[config.mk]
export PLATFORM = sky130hd
export DESIGN_NAME = spi_pixel_queue_flat
export DESIGN_NICKNAME = d
export VERILOG_FILES = /design/src/rtl/spi_pixel_queue_if.sv /design/src/rtl/spi_pixel_queue.sv /design/src/flat_wrapper.sv
export SDC_FILE = /design/constraint.sdc
export NUM_CORES = 1
export LEC_CHECK = 0
export ABC_AREA = 1
export BUFFER_PORTS_ARGS = -buffer_cell sky130_fd_sc_hd__buf_2
export CAP_MARGIN = 25
export CORE_MARGIN = 1
export CORE_UTILIZATION = 45
export DETAILED_ROUTE_END_ITERATION = 10
export GPL_TIMING_DRIVEN = 0
export PLACE_DENSITY_LB_ADDON = 0.25
export SLEW_MARGIN = 20
export SYNTH_ARGS = -nofsm -noshare
export SYNTH_HDL_FRONTEND = slang
export SYNTH_SLANG_ARGS = --single-unit
export TNS_END_PERCENT = 1
[constraint.sdc]
create_clock -name clk -period 5.12 [get_ports clk]
set_input_delay 0.768 -clock clk [delete_from_list [all_inputs] [get_ports clk]]
set_output_delay 0.768 -clock clk [all_outputs]
set_load 0.005 [all_outputs]
[src/rtl/spi_pixel_queue_if.sv]
// Byte-stream input and pixel-FIFO output bundle for spi_pixel_queue.
// The slave modport is the queue itself; the master modport is the SPI feeder and arbiter side.
interface spi_pixel_queue_if #(
  parameter int ADDR_W = 4
);
  logic              spi_frame_start;
  logic              spi_byte_valid;
  logic [7:0]        spi_byte;
  logic [37:0]       pixel_data;
  logic              pixel_ready;
  logic              pixel_read;
  logic              frame_done;
  logic              overflow;
  logic [ADDR_W:0]   fill_level;

  modport master (
    output spi_frame_start, spi_byte_valid, spi_byte, pixel_read,
    input  pixel_data, pixel_ready, frame_done, overflow, fill_level
  );

  modport slave (
    input  spi_frame_start, spi_byte_valid, spi_byte, pixel_read,
    output pixel_data, pixel_ready, frame_done, overflow, fill_level
  );
endinterface

[src/rtl/spi_pixel_queue.sv]
// Assembles SPI byte pairs into RGB565 pixels, tags them with raster x/y and queues them in a FWFT FIFO.
// Optional SPI_QUEUE_DROP_COUNT_EN adds a saturating dropped_count output.
module spi_pixel_queue #(
  parameter int X_RES  = 800,
  parameter int Y_RES  = 600,
  parameter int DEPTH  = 16,
  parameter int ADDR_W = 4
) (
  input  logic               clk,
  input  logic               rst_n,
  spi_pixel_queue_if.slave   bus
`ifdef SPI_QUEUE_DROP_COUNT_EN
  ,
  output logic [15:0]        dropped_count
`endif
);

  typedef enum logic [1:0] {S_IDLE, S_HI, S_LO} state_t;

  localparam logic [10:0]     X_LAST = 11'(X_RES - 1);
  localparam logic [10:0]     Y_LAST = 11'(Y_RES - 1);
  localparam logic [ADDR_W:0] FULL   = (ADDR_W + 1)'(DEPTH);

  state_t              r_state, w_state_next;
  logic [10:0]         r_x, r_y;
  logic [7:0]          r_hi;
  logic                r_frame_done;
  logic                r_overflow;
  logic [37:0]         r_mem [DEPTH];
  logic [ADDR_W-1:0]   r_wr_ptr, r_rd_ptr;
  logic [ADDR_W:0]     r_count;

  logic w_hi_load, w_push, w_last;
  logic w_empty, w_full, w_pop, w_wr, w_drop;

  assign w_last  = (r_x == X_LAST) && (r_y == Y_LAST);
  assign w_empty = (r_count == '0);
  assign w_full  = (r_count == FULL);
  assign w_pop   = bus.pixel_read && !w_empty;
  // A full FIFO still accepts a push when the head leaves in the same cycle.
  assign w_wr    = w_push && (!w_full || w_pop);
  assign w_drop  = w_push && w_full && !w_pop;

  // frame_start overrides any byte strobe in the same cycle.
  always_comb begin
    w_state_next = r_state;
    w_hi_load    = 1'b0;
    w_push       = 1'b0;
    if (bus.spi_frame_start) begin
      w_state_next = S_HI;
    end else if (bus.spi_byte_valid) begin
      case (r_state)
        S_HI: begin
          w_hi_load    = 1'b1;
          w_state_next = S_LO;
        end
        S_LO: begin
          w_push       = 1'b1;
          w_state_next = w_last ? S_IDLE : S_HI;
        end
        default: ;
      endcase
    end
  end

  always_ff @(posedge clk or negedge rst_n) begin
    if (!rst_n) begin
      r_state      <= S_IDLE;
      r_x          <= '0;
      r_y          <= '0;
      r_hi         <= '0;
      r_frame_done <= 1'b0;
    end else begin
      r_state      <= w_state_next;
      r_frame_done <= w_push && w_last;
      if (bus.spi_frame_start) begin
        r_x  <= '0;
        r_y  <= '0;
        r_hi <= '0;
      end else begin
        if (w_hi_load)
          r_hi <= bus.spi_byte;
        // Raster advances even for dropped pixels so later coordinates stay right.
        if (w_push) begin
          if (w_last) begin
            r_x <= '0;
            r_y <= '0;
          end else if (r_x != X_LAST) begin
            r_x <= r_x + 11'd1;
          end else begin
            r_x <= '0;
            r_y <= r_y + 11'd1;
          end
        end
      end
    end
  end

  always_ff @(posedge clk) begin
    if (w_wr)
      r_mem[r_wr_ptr] <= {r_x, r_y, r_hi, bus.spi_byte};
  end

  always_ff @(posedge clk or negedge rst_n) begin
    if (!rst_n) begin
      r_wr_ptr   <= '0;
      r_rd_ptr   <= '0;
      r_count    <= '0;
      r_overflow <= 1'b0;
    end else begin
      if (w_wr)
        r_wr_ptr <= r_wr_ptr + 1'b1;
      if (w_pop)
        r_rd_ptr <= r_rd_ptr + 1'b1;
      case ({w_wr, w_pop})
        2'b10:   r_count <= r_count + 1'b1;
        2'b01:   r_count <= r_count - 1'b1;
        default: ;
      endcase
      if (bus.spi_frame_start)
        r_overflow <= 1'b0;
      else if (w_drop)
        r_overflow <= 1'b1;
    end
  end

`ifdef SPI_QUEUE_DROP_COUNT_EN
  logic [15:0] r_drop_cnt;

  always_ff @(posedge clk or negedge rst_n) begin
    if (!rst_n)
      r_drop_cnt <= '0;
    else if (bus.spi_frame_start)
      r_drop_cnt <= '0;
    else if (w_drop && (r_drop_cnt != 16'hFFFF))
      r_drop_cnt <= r_drop_cnt + 16'd1;
  end

  assign dropped_count = r_drop_cnt;
`endif

  assign bus.pixel_data  = w_empty ? '0 : r_mem[r_rd_ptr];
  assign bus.pixel_ready = !w_empty;
  assign bus.frame_done  = r_frame_done;
  assign bus.overflow    = r_overflow;
  assign bus.fill_level  = r_count;

endmodule

[src/flat_wrapper.sv]
// flat-port wrapper written by rule: the top's interface ports become plain ports
module spi_pixel_queue_flat 
#(
  parameter int X_RES  = 800,
  parameter int Y_RES  = 600,
  parameter int DEPTH  = 16,
  parameter int ADDR_W = 4
)
  (clk, rst_n, bus_spi_frame_start, bus_spi_byte_valid, bus_spi_byte, bus_pixel_read, bus_pixel_data, bus_pixel_ready, bus_frame_done, bus_overflow, bus_fill_level);
  spi_pixel_queue_if #(.ADDR_W(ADDR_W)) bus_i ();
  input  logic clk;
  input  logic rst_n;
  input wire logic [$bits(bus_i.spi_frame_start)-1:0] bus_spi_frame_start;
  input wire logic [$bits(bus_i.spi_byte_valid)-1:0] bus_spi_byte_valid;
  input wire logic [$bits(bus_i.spi_byte)-1:0] bus_spi_byte;
  input wire logic [$bits(bus_i.pixel_read)-1:0] bus_pixel_read;
  output wire logic [$bits(bus_i.pixel_data)-1:0] bus_pixel_data;
  output wire logic [$bits(bus_i.pixel_ready)-1:0] bus_pixel_ready;
  output wire logic [$bits(bus_i.frame_done)-1:0] bus_frame_done;
  output wire logic [$bits(bus_i.overflow)-1:0] bus_overflow;
  output wire logic [$bits(bus_i.fill_level)-1:0] bus_fill_level;
  assign bus_i.spi_frame_start = bus_spi_frame_start;
  assign bus_i.spi_byte_valid = bus_spi_byte_valid;
  assign bus_i.spi_byte = bus_spi_byte;
  assign bus_i.pixel_read = bus_pixel_read;
  assign bus_pixel_data = bus_i.pixel_data;
  assign bus_pixel_ready = bus_i.pixel_ready;
  assign bus_frame_done = bus_i.frame_done;
  assign bus_overflow = bus_i.overflow;
  assign bus_fill_level = bus_i.fill_level;
  spi_pixel_queue #(.X_RES(X_RES), .Y_RES(Y_RES), .DEPTH(DEPTH), .ADDR_W(ADDR_W)) u_core (.clk(clk), .rst_n(rst_n), .bus(bus_i));
endmodule
After elaboration in Yosys (flattened, before gate mapping)
Memories as Yosys holds them, arrays and structs flattened.
Cells that the tools add are included.
{ "op_classes": {"mux": 26, "addsub": 6, "reduce_logical": 19, "n_eq_ne": 9} }
{ "op_table": {"columns": ["operator", "n"], "rows": [
  ["$mux W11", 8],
  ["$mux W38", 1],
  ["$add A11 B1 Y11 const B", 2],
  ["$eq A11 B10 Y1 const B", 2],
  ["$mux W8", 2],
  ["$mux W1", 11],
  ["$ne A11 B10 Y1 const B", 1],
  ["$pmux W5 S2", 1],
  ["$reduce_bool A2 Y1", 5],
  ["$add A4 B1 Y4 const B", 2],
  ["$logic_and A1 B1 Y1", 6],
  ["$add A5 B1 Y5 const B", 1],
  ["$eq A5 B5 Y1 const B", 1],
  ["$logic_not A5 Y1", 1],
  ["$sub A5 B1 Y5 const B", 1],
  ["$eq A2 B1 Y1 const B", 2],
  ["$eq A2 B2 Y1 const B", 2],
  ["$mux W2", 2],
  ["$pmux W2 S2", 1],
  ["$reduce_and A2 Y1", 2],
  ["$logic_not A1 Y1", 3],
  ["$ne A3 B2 Y1 const B", 1],
  ["$reduce_bool A3 Y1", 1],
  ["$logic_or A1 B1 Y1", 1]
]} }
{ "totals": {"wordCells": 70, "ramBits": 608, "out_inout_bits": 46, "ff_bits": 47, "memories": 1, "inputBits": 13} }
{ "memory_table": {"columns": ["name", "depth", "word_bits", "read_ports", "rd_ports_with_merged_regs", "wr", "line", "source"], "rows": [
  ["u_core.r_mem", 16, 38, 1, 0, 1, "spi_pixel_queue.sv:29", "logic [37:0] r_mem [DEPTH];"]
]} }

Longest topological paths before layout
Gate-level depths: netlist of the first run.
{ "logic_depth": {"depth_word": 8, "mapped_depth": 15, "ltp_nobuf": 15} }

Least setup slack after synthesis of the first run
OpenSTA, ideal clock, no wires.
{ "synth_path": {"path_kind": "input to register", "startpoint": "input port bus_spi_frame_start", "endpoint": "memory u_core.r_mem[11][0], enable pin", "arrival_ps": 3050, "required_ps": 4687, "path_buffers": 0, "slack_ps": 1636, "cell_stages": 5, "path_cell_list": "inv_2 nand3_2 nor2_4 nand2_1 nor2_1"} }
{ "synth_between": {"elab_chain_cells": 4} }
{ "synth_lines": {"columns": ["element", "line", "source"], "rows": [
  ["start: declaration", "flat_wrapper.sv:13", "input wire logic [$bits(bus_i.spi_frame_start)-1:0] bus_spi_frame_start;"],
  ["$mux W1", "spi_pixel_queue.sv:49", "if (bus.spi_frame_start) begin"],
  ["$logic_and A1 B1 Y1", "spi_pixel_queue.sv:41", "assign w_wr = w_push && (!w_full || w_pop);"],
  ["$mux W1", "spi_pixel_queue.sv:100", "if (w_wr)"],
  ["$mux W1 (implied by the code)", "spi_pixel_queue.sv:101", "r_mem[r_wr_ptr] <= {r_x, r_y, r_hi, bus.spi_byte};"],
  ["end: declaration", "spi_pixel_queue.sv:29", null]
]} }
No other way between the ends.

Worst setup path in the final report of the first run
{ "layout_path": {"startpoint": "register u_core.r_rd_ptr[1]", "endpoint": "output port bus_pixel_data[26]"} }
{ "layout_between": {"elab_chain_cells": 2} }
{ "layout_lines": {"columns": ["element", "line", "source"], "rows": [
  ["start: declaration", "spi_pixel_queue.sv:30", "logic [ADDR_W-1:0] r_wr_ptr, r_rd_ptr;"],
  ["start signal: assignment", "spi_pixel_queue.sv:114", "r_rd_ptr <= r_rd_ptr + 1'b1;"],
  ["$mem_v2 Z16 W38", null, null],
  ["$mux W38", "spi_pixel_queue.sv:142", "assign bus.pixel_data = w_empty ? '0 : r_mem[r_rd_ptr];"],
  ["end: declaration", "flat_wrapper.sv:17", "output wire logic [$bits(bus_i.pixel_data)-1:0] bus_pixel_data;"]
]} }
No other way between the ends.

==> key figures, run 1 <==
Outcome
  – Status: finished clean

Floorplan
  – Vert. Die Dim: 243 um
  – Die width: 243 um
  – Core Box Area: 0.0568 mm^2
  – Die area: 0.0589 mm^2
  – Initial core utilization: 45.8%
  – # IOs: 59
  – # rows: 87

STA
  – Fin crit share: 85.2%
  – Rel. slew slack: 32.8%
  – Worst slew pin tran: 1.01 ns
  – Final hold violations: 0
  – Final Max Tran Viols: 0
  – Unrepaired setup endpoints after global routing: false
  – Minimum clock period: 4.36 ns
  – Clock Skews: 0.0179 ns
  – # setup viols final: 0
  – Final hold slack: 0.219 ns
  – FMAX: 229 MHz

Critical path
  – Most frequent CP cell: buf_4
  – CP required: 4.35 ns
  – Worst Setup SP: u_core.r_rd_ptr[1]
  – CP endpoint kind: output port
  – Slowest CP cell: clkbuf_1
  – CP max stage delay: 0.56 ns
  – CP Launch Type: flip-flop
  – Critical Path, Cell by Cell: buf_4 > inv_2 > buf_4 > clkbuf_1 > o21ai_0 > o22ai_1 > o21ai_1 > a21oi_1 > buf_2
  – Flop-to-flop setup slack: 2.26 ns
  – Setup Crit Path Kind: reg2out
  – CP max FO: 10
  – R2R Path Start: u_core.r_state[0]
  – CP arrival: 3.60 ns

Yosys
  – Seq/Total Area, Yosys: 74.6%
  – Cells after Synth: 1982
  – Share of the synthesized area in the top cell type: 70.1%
  – Yosys top cell by area: edfxtp_1
  – Cell variety after synth: 39
  – Syn Nets: 2004
  – Post-Syn Area per Cell: 13.1 um^2
  – EDFF count, synth: 608
  – Area contributors post-synth: edfxtp_1 (70%), o21ai_0 (6.6%), nor2_1 (5.7%), dfrtp_1 (4.5%), o221ai_1 (3.6%)
  – Synthesized area: 0.0261 mm^2
  – Most common cell in the synthesized netlist: edfxtp_1
  – Ys flop type: edfxtp_1
  – #FFs+latches synth: 655
  – Synth cell count leaders: edfxtp_1 (608), nor2_1 (394), o21ai_0 (343)
  – Ys Warns: 0
  – Post-synth ARST share: 7.18%

Cells and area
  – Layout cells sized above 1: 12.7%
  – Area growth syn-to-layout: 16.4%
  – Filler cells: 4724
  – FF+latch area: 0.0194 mm^2
  – Final core utilization: 53.4%
  – Post-route insts no fill: 2946
  – Nets: 2160
  – Multi-input gate area: 0.00592 mm^2

Power
  – Pleak: 9.82 nW
  – Power per cell area: 546 mW/mm^2
  – Peak supply drop: 0.319 mV
  – Power Total: 16.6 mW

Global routing
  – Total GRT Usage: 26.7%
  – First-pass GRT wire length: 115000 um
  – Initial antenna violation count: 2
  – Largest net degree at the start of global routing: 48
  – Vias in the first global route: 17.4k
  – Gr ovfl total: 0

Detailed routing
  – Iter 0 DRT Violations: 2133
  – Final routed wire length divided by cell count: 26.6 um
  – DRT Wirelength: 78500 um
  – Router iterations before antenna repair: 6
  – Vias per inst: 6.10
  – Post-route ant nets: 0
  – Vias: 18.0k
  – Drc violations: 0

Clocking
  – CTS tree: done
  – TritonCTS Sinks: 655
  – Clock transition at path regs: 0.06 ns
  – Hold_buf cts: 0
  – Post-CTS resize count: 0
  – Root Buffer: clkbuf_16
  – Clk_lat worst skew: 0.61 ns
  – Worst-case clock buffer depth: 3
  – CTS H-Tree Depth: 3
  – Post-CTS Setup Repair Bufs: 0
  – Total CTS buffers: 67

Placed design
  – Gpl congestion: 0.844
  – IO Port Bufs: 58
  – Placed cells: 2825
  – HPWL after detailed placement: 51400 um

Job
  – MaxCap Viol Count: 0

Worst hold path
  – Hold Crit Class: in2async
-- registers in the layout, indices dropped and copies added, names as in the netlist --
signal	flops
u_core.r_hi	8
u_core.r_rd_ptr	4
u_core.bus.frame_done	1
u_core.r_mem	608
u_core.bus.fill_level	5
u_core.r_x	11
u_core.r_wr_ptr	4
u_core.r_state	2
u_core.r_y	11
u_core.bus.overflow	1
-- through the flow --
step | TNS (ns) | setup slack [ns] | instance area (um^2)
2_1_floorplan | 0 | 1.64 | 26100
3_3_place_gp | -216.47 | -0.599 | 27300
3_5_place_dp | 0 | 1.49 | 28100
4_1_cts | 0 | 0.786 | 30300
5_1_grt | 0 | 0.684 | 30300
6_report | 0 | 0.755 | 30300
-- path summary, 6_finish.rpt --
kind                                  endpoint  cells after the start
min                              u_core.r_y[5]                      1
max in group asynchronous       u_core.r_hi[7]                      1
max reg2reg                u_core.r_mem[15][2]                      7
min reg2reg                u_core.bus.overflow                      2
max                         bus_pixel_data[26]                      9
min in group clk           u_core.bus.overflow                      2
-- cells in the final DEF, fill, tap and decap left out, types with 4 or more instances in the layout --
| cell type | instances |
|---|---|
| edfxtp_1 | 608 |
| nor2_1 | 378 |
| o21ai_0 | 343 |
| o221ai_1 | 108 |
| buf_2 | 101 |
| nand3_1 | 81 |
| clkbuf_1 | 81 |
| clkbuf_16 | 73 |
| nand2_1 | 54 |
| a21oi_1 | 49 |
| inv_1 | 47 |
| dfrtp_1 | 47 |
| o22ai_1 | 45 |
| buf_16 | 20 |
| nor2_4 | 18 |
| o21ai_1 | 13 |
| clkinv_2 | 13 |
| buf_4 | 12 |
| xor2_1 | 9 |
| ha_1 | 9 |
| clkinv_1 | 8 |
| buf_12 | 8 |
| nor3_1 | 6 |
| inv_2 | 6 |
| nand4_1 | 6 |
| buf_1 | 6 |
| bufinv_16 | 5 |
| nand2_2 | 4 |
| a31oi_1 | 4 |
-- per-layer routing --
layer | vias up | wire, um | GRT usage (%)
met1 | 8978 | 30900 | 36.3
met2 | 1069 | 36800 | 42.5
met5 | - | 0 | 0
met4 | 0 | 2540 | 9.36
met3 | 176 | 8160 | 5.67
li1 | 7742 | - | -
-- critical path, delay by kind of cell, from the launching register on --
family / cells / cell delay [ns]
buffers and inverters: 5 / 1.71
AO/OA/AOI/OAI: 4 / 0.87
flip-flops: 1 / 0.38
-- logic make-up after synthesis --
kind of cell / after synthesis / share of synthesized area, %
AND/OR/NAND/NOR: 555 / 8.70
adder cells (fa/ha/maj): 9 / 0.432
AO/OA/AOI/OAI: 569 / 12.8
buffers and inverters: 185 / 3.13
XOR/XNOR: 9 / 0.303
flip-flops: 655 / 74.6
-- layout make-up --
cell class | count | area share [%]
clock inverters | 28 | 0.874
well taps | 756 | 3.12
multi-input cells | 1142 | 19.5
diodes | 1 | 0.00825
flip-flops and latches | 655 | 64.1
plain buffers | 131 | 2.02
inverters | 54 | 0.668
clock buffers | 92 | 6.36
repair buffers | 87 | 3.36
-- where the power goes --
part	internal, mW	leakage, nW	switching (mW)	total [mW]
sequential	5.94	5.85	0.141	6.08
clock	2.89	1.08	2.01	4.90
combinational	1.55	2.89	4.03	5.58
No activity file was read; power rests on OpenSTA's default activity.
==> run 2: changes to the inputs <==
RECOVER_POWER = 50   (was unset)
SETUP_SLACK_MARGIN = 0.5   (was unset)
==> run 2 against run 1 <==
  * The run now ends with capacitance limit, slew limit left
  * Register-to-register slack lost 0.71 ns
  * Global-route usage is the same
  * Design area shrank 0.15%
  * Clock skew grew 0.00098 ns
  * First-iteration DRC count is essentially flat
  * Count of clock-buffer cells in the layout is the same
  * Sequential power is essentially flat
  * Power is essentially flat
  * Hold slack gained 0.13 ns
  * Die area is the same
  * Worst setup slack lost 0.15 ns
  * Critical endpoint is now bus_pixel_data[25]
  * Largest cell class unchanged
==> key figures, run 2 (synthesis gave the netlist of run 1 again) <==
Outcome
  – Status: finished, violations left
  – Failing checks: capacitance limit, slew limit

Critical path
  – CP Buf/Inv Count: 5 (unchanged)
  – Critical Path, Cell by Cell: buf_2 > inv_1 > clkbuf_1 > buf_1 > o221ai_1 > nand3_1 > a21oi_1 > buf_2
  – Setup Crit Path Kind: reg2out
  – Most frequent CP cell: buf_2
  – CP arrival: 3.74 ns (+0.14 ns)
  – Worst Setup SP: u_core.r_rd_ptr[2]
  – CP max stage delay: 0.80 ns (+0.24 ns)
  – CP endpoint kind: output port
  – CP max FO: 10 (unchanged)
  – CP Launch Type: flip-flop
  – R2R Path Start: u_core.r_state[0]
  – CP delay by family, top: buffers and inverters
  – CP required: 4.35 ns (about the same)
  – Slowest CP cell: clkbuf_1

Power
  – Sw frac: 37.3% (-0.038 points)
  – P_int: 10.4 mW (about the same)
  – Power per cell area: 546 mW/mm^2 (about the same)
  – Sequential share of power: 36.7% (about the same)
  – Peak supply drop: 0.317 mV (-0.75%)
  – Switch Pwr: 6.17 mW (-0.20%)
  – Comb pwr share: 33.6% (about the same)
  – Clk pwr share: 29.7% (about the same)
  – Power Total: 16.5 mW (about the same)
  – Pleak: 9.78 nW (-0.36%)

Floorplan
  – # rows: 87 (unchanged)
  – Die width: 243 um (unchanged)
  – Die area: 0.0589 mm^2 (unchanged)
  – Core Box Area: 0.0568 mm^2 (unchanged)
  – # IOs: 59 (unchanged)
  – Vert. Die Dim: 243 um (unchanged)
  – Initial core utilization: 45.8% (unchanged)

Cells and area
  – Final core utilization: 53.3% (-0.079 points)
  – Final Cell Area: 0.0303 mm^2 (-0.15%)
  – Area growth syn-to-layout: 16.3%
  – Antenna diode count: 0 (-1)
  – Post-route insts no fill: 2945 (-0.034%)
  – Commonest non-fill, non-tap cell in the layout: edfxtp_1
  – Layout cells sized above 1: 11.9% (-0.78 points)
  – Commonest non-fill, non-tap cells in the layout: edfxtp_1 (608), nor2_1 (381), o21ai_0 (343)
  – Filler cells: 4732 (+0.17%)
  – Biggest regs: u_core.r_mem x608, u_core.r_x x11, u_core.r_y x11
  – Biggest register: u_core.r_mem
  – Nets: 2160 (unchanged)
  – Max FFs per register: 608 (unchanged)

Clocking
  – Hold_buf cts: 0 (unchanged)
  – TritonCTS Sinks: 655 (unchanged)
  – Post-CTS resize count: 0 (unchanged)
  – Clk_lat worst skew: 0.61 ns (about the same)
  – Total CTS buffers: 67 (unchanged)
  – CTS H-Tree Depth: 3 (unchanged)
  – Post-CTS Setup Repair Bufs: 0 (unchanged)
  – CTS tree: done
  – Worst-case clock buffer depth: 3 (unchanged)
  – Clock transition at path regs: 0.06 ns (about the same)
  – Root Buffer: clkbuf_16

Global routing
  – Initial antenna violation count: 2 (unchanged)
  – Gr ovfl total: 0 (unchanged)
  – First-pass GRT wire length: 115000 um (unchanged)
  – Total GRT Usage: 26.7% (unchanged)
  – Largest net degree at the start of global routing: 48 (unchanged)
  – Vias in the first global route: 17.4k (unchanged)

Detailed routing
  – Drc violations: 0 (unchanged)
  – DRT Wirelength: 78300 um (-0.28%)
  – Vias per inst: 6.09 (-0.18%)
  – Final routed wire length divided by cell count: 26.6 um (-0.25%)
  – Vias: 17.9k (-0.21%)
  – Iter 0 DRT Violations: 2135 (+0.094%)
  – Post-route ant nets: 0 (unchanged)
  – Router iterations before antenna repair: 6 (unchanged)

STA
  – Clock Skews: 0.0189 ns (+0.000980 ns)
  – Unrepaired setup endpoints after global routing: false
  – FMAX: 222 MHz (-3.2%)
  – Final TNS setup: 0 ns (unchanged)
  – Rel. slew slack: -96.6% (-130 points)
  – # setup viols final: 0 (unchanged)
  – Final hold violations: 0 (unchanged)
  – Minimum clock period: 4.51 ns (+0.145 ns)
  – Worst slew pin tran: 2.95 ns (+1.94 ns)
  – Worst setup margin: 0.610 ns (-0.145 ns)
  – Final Max Tran Viols: 48 (+48)
  – Fin crit share: 88.1% (+2.8 points)
  – Final hold slack: 0.349 ns (+0.131 ns)

Placed design
  – IO Port Bufs: 58 (unchanged)
  – Placed cells: 2825 (unchanged)
  – HPWL after detailed placement: 51400 um (unchanged)
  – Gpl congestion: 0.844 (unchanged)
  – Post-DP Area: 0.0281 mm^2 (unchanged)
  – Post-Place Worst Slack: 1.49 ns (unchanged)

Worst hold path
  – Min-delay src: bus_spi_frame_start
  – Hold Crit Class: in2reg

Job
  – MaxCap Viol Count: 1 (+1)
## run 2: power groups by stage
stage / logic (mW) / clock network (mW) / registers (mW)
final: 5.56 / 4.91 / 6.08
after global placement: 5.38 / 0 / 6.18
after detailed placement: 5.48 / 0 / 6.19
after global routing: 5.93 / 5.13 / 6.09
after floorplan: 2.98 / 0 / 6.13
after CTS: 5.51 / 4.94 / 6.08
## run 2: final cells by class
| type | instances | area, um^2 | area share (%) |
|---|---|---|---|
| plain buffers | 131 | 611 | 2.02 |
| clock buffers | 92 | 1930 | 6.37 |
| clock inverters | 28 | 265 | 0.876 |
| inverters | 54 | 203 | 0.669 |
| multi-input cells | 1142 | 5900 | 19.5 |
| flip-flops and latches | 655 | 19400 | 64.2 |
| well taps | 756 | 946 | 3.12 |
| repair buffers | 87 | 1000 | 3.31 |
## run 2: path summary, 6_finish.rpt
| kind | to | slack, ns | cells after the start |
|---|---|---|---|
| min in group asynchronous | u_core.r_y[5] | 1.13 | 1 |
| worst min register to register | u_core.bus.overflow | 0.53 | 2 |
| worst max-delay path | bus_pixel_data[25] | 0.61 | 8 |
| worst max register to register | u_core.r_mem[15][2] | 1.55 | 7 |
| worst min-delay path | u_core.bus.overflow | 0.35 | 2 |
| max in group asynchronous | u_core.r_x[8] | 2.33 | 1 |
## run 2: routing by layer
layer | global-route usage (%) | vias up | share of wire [%]
met5 | 0 | - | 0.026
met4 | 9.36 | 2 | 3.3
met3 | 5.67 | 183 | 9.9
met2 | 42.5 | 1016 | 47
met1 | 36.3 | 8983 | 40
li1 | - | 7743 | -
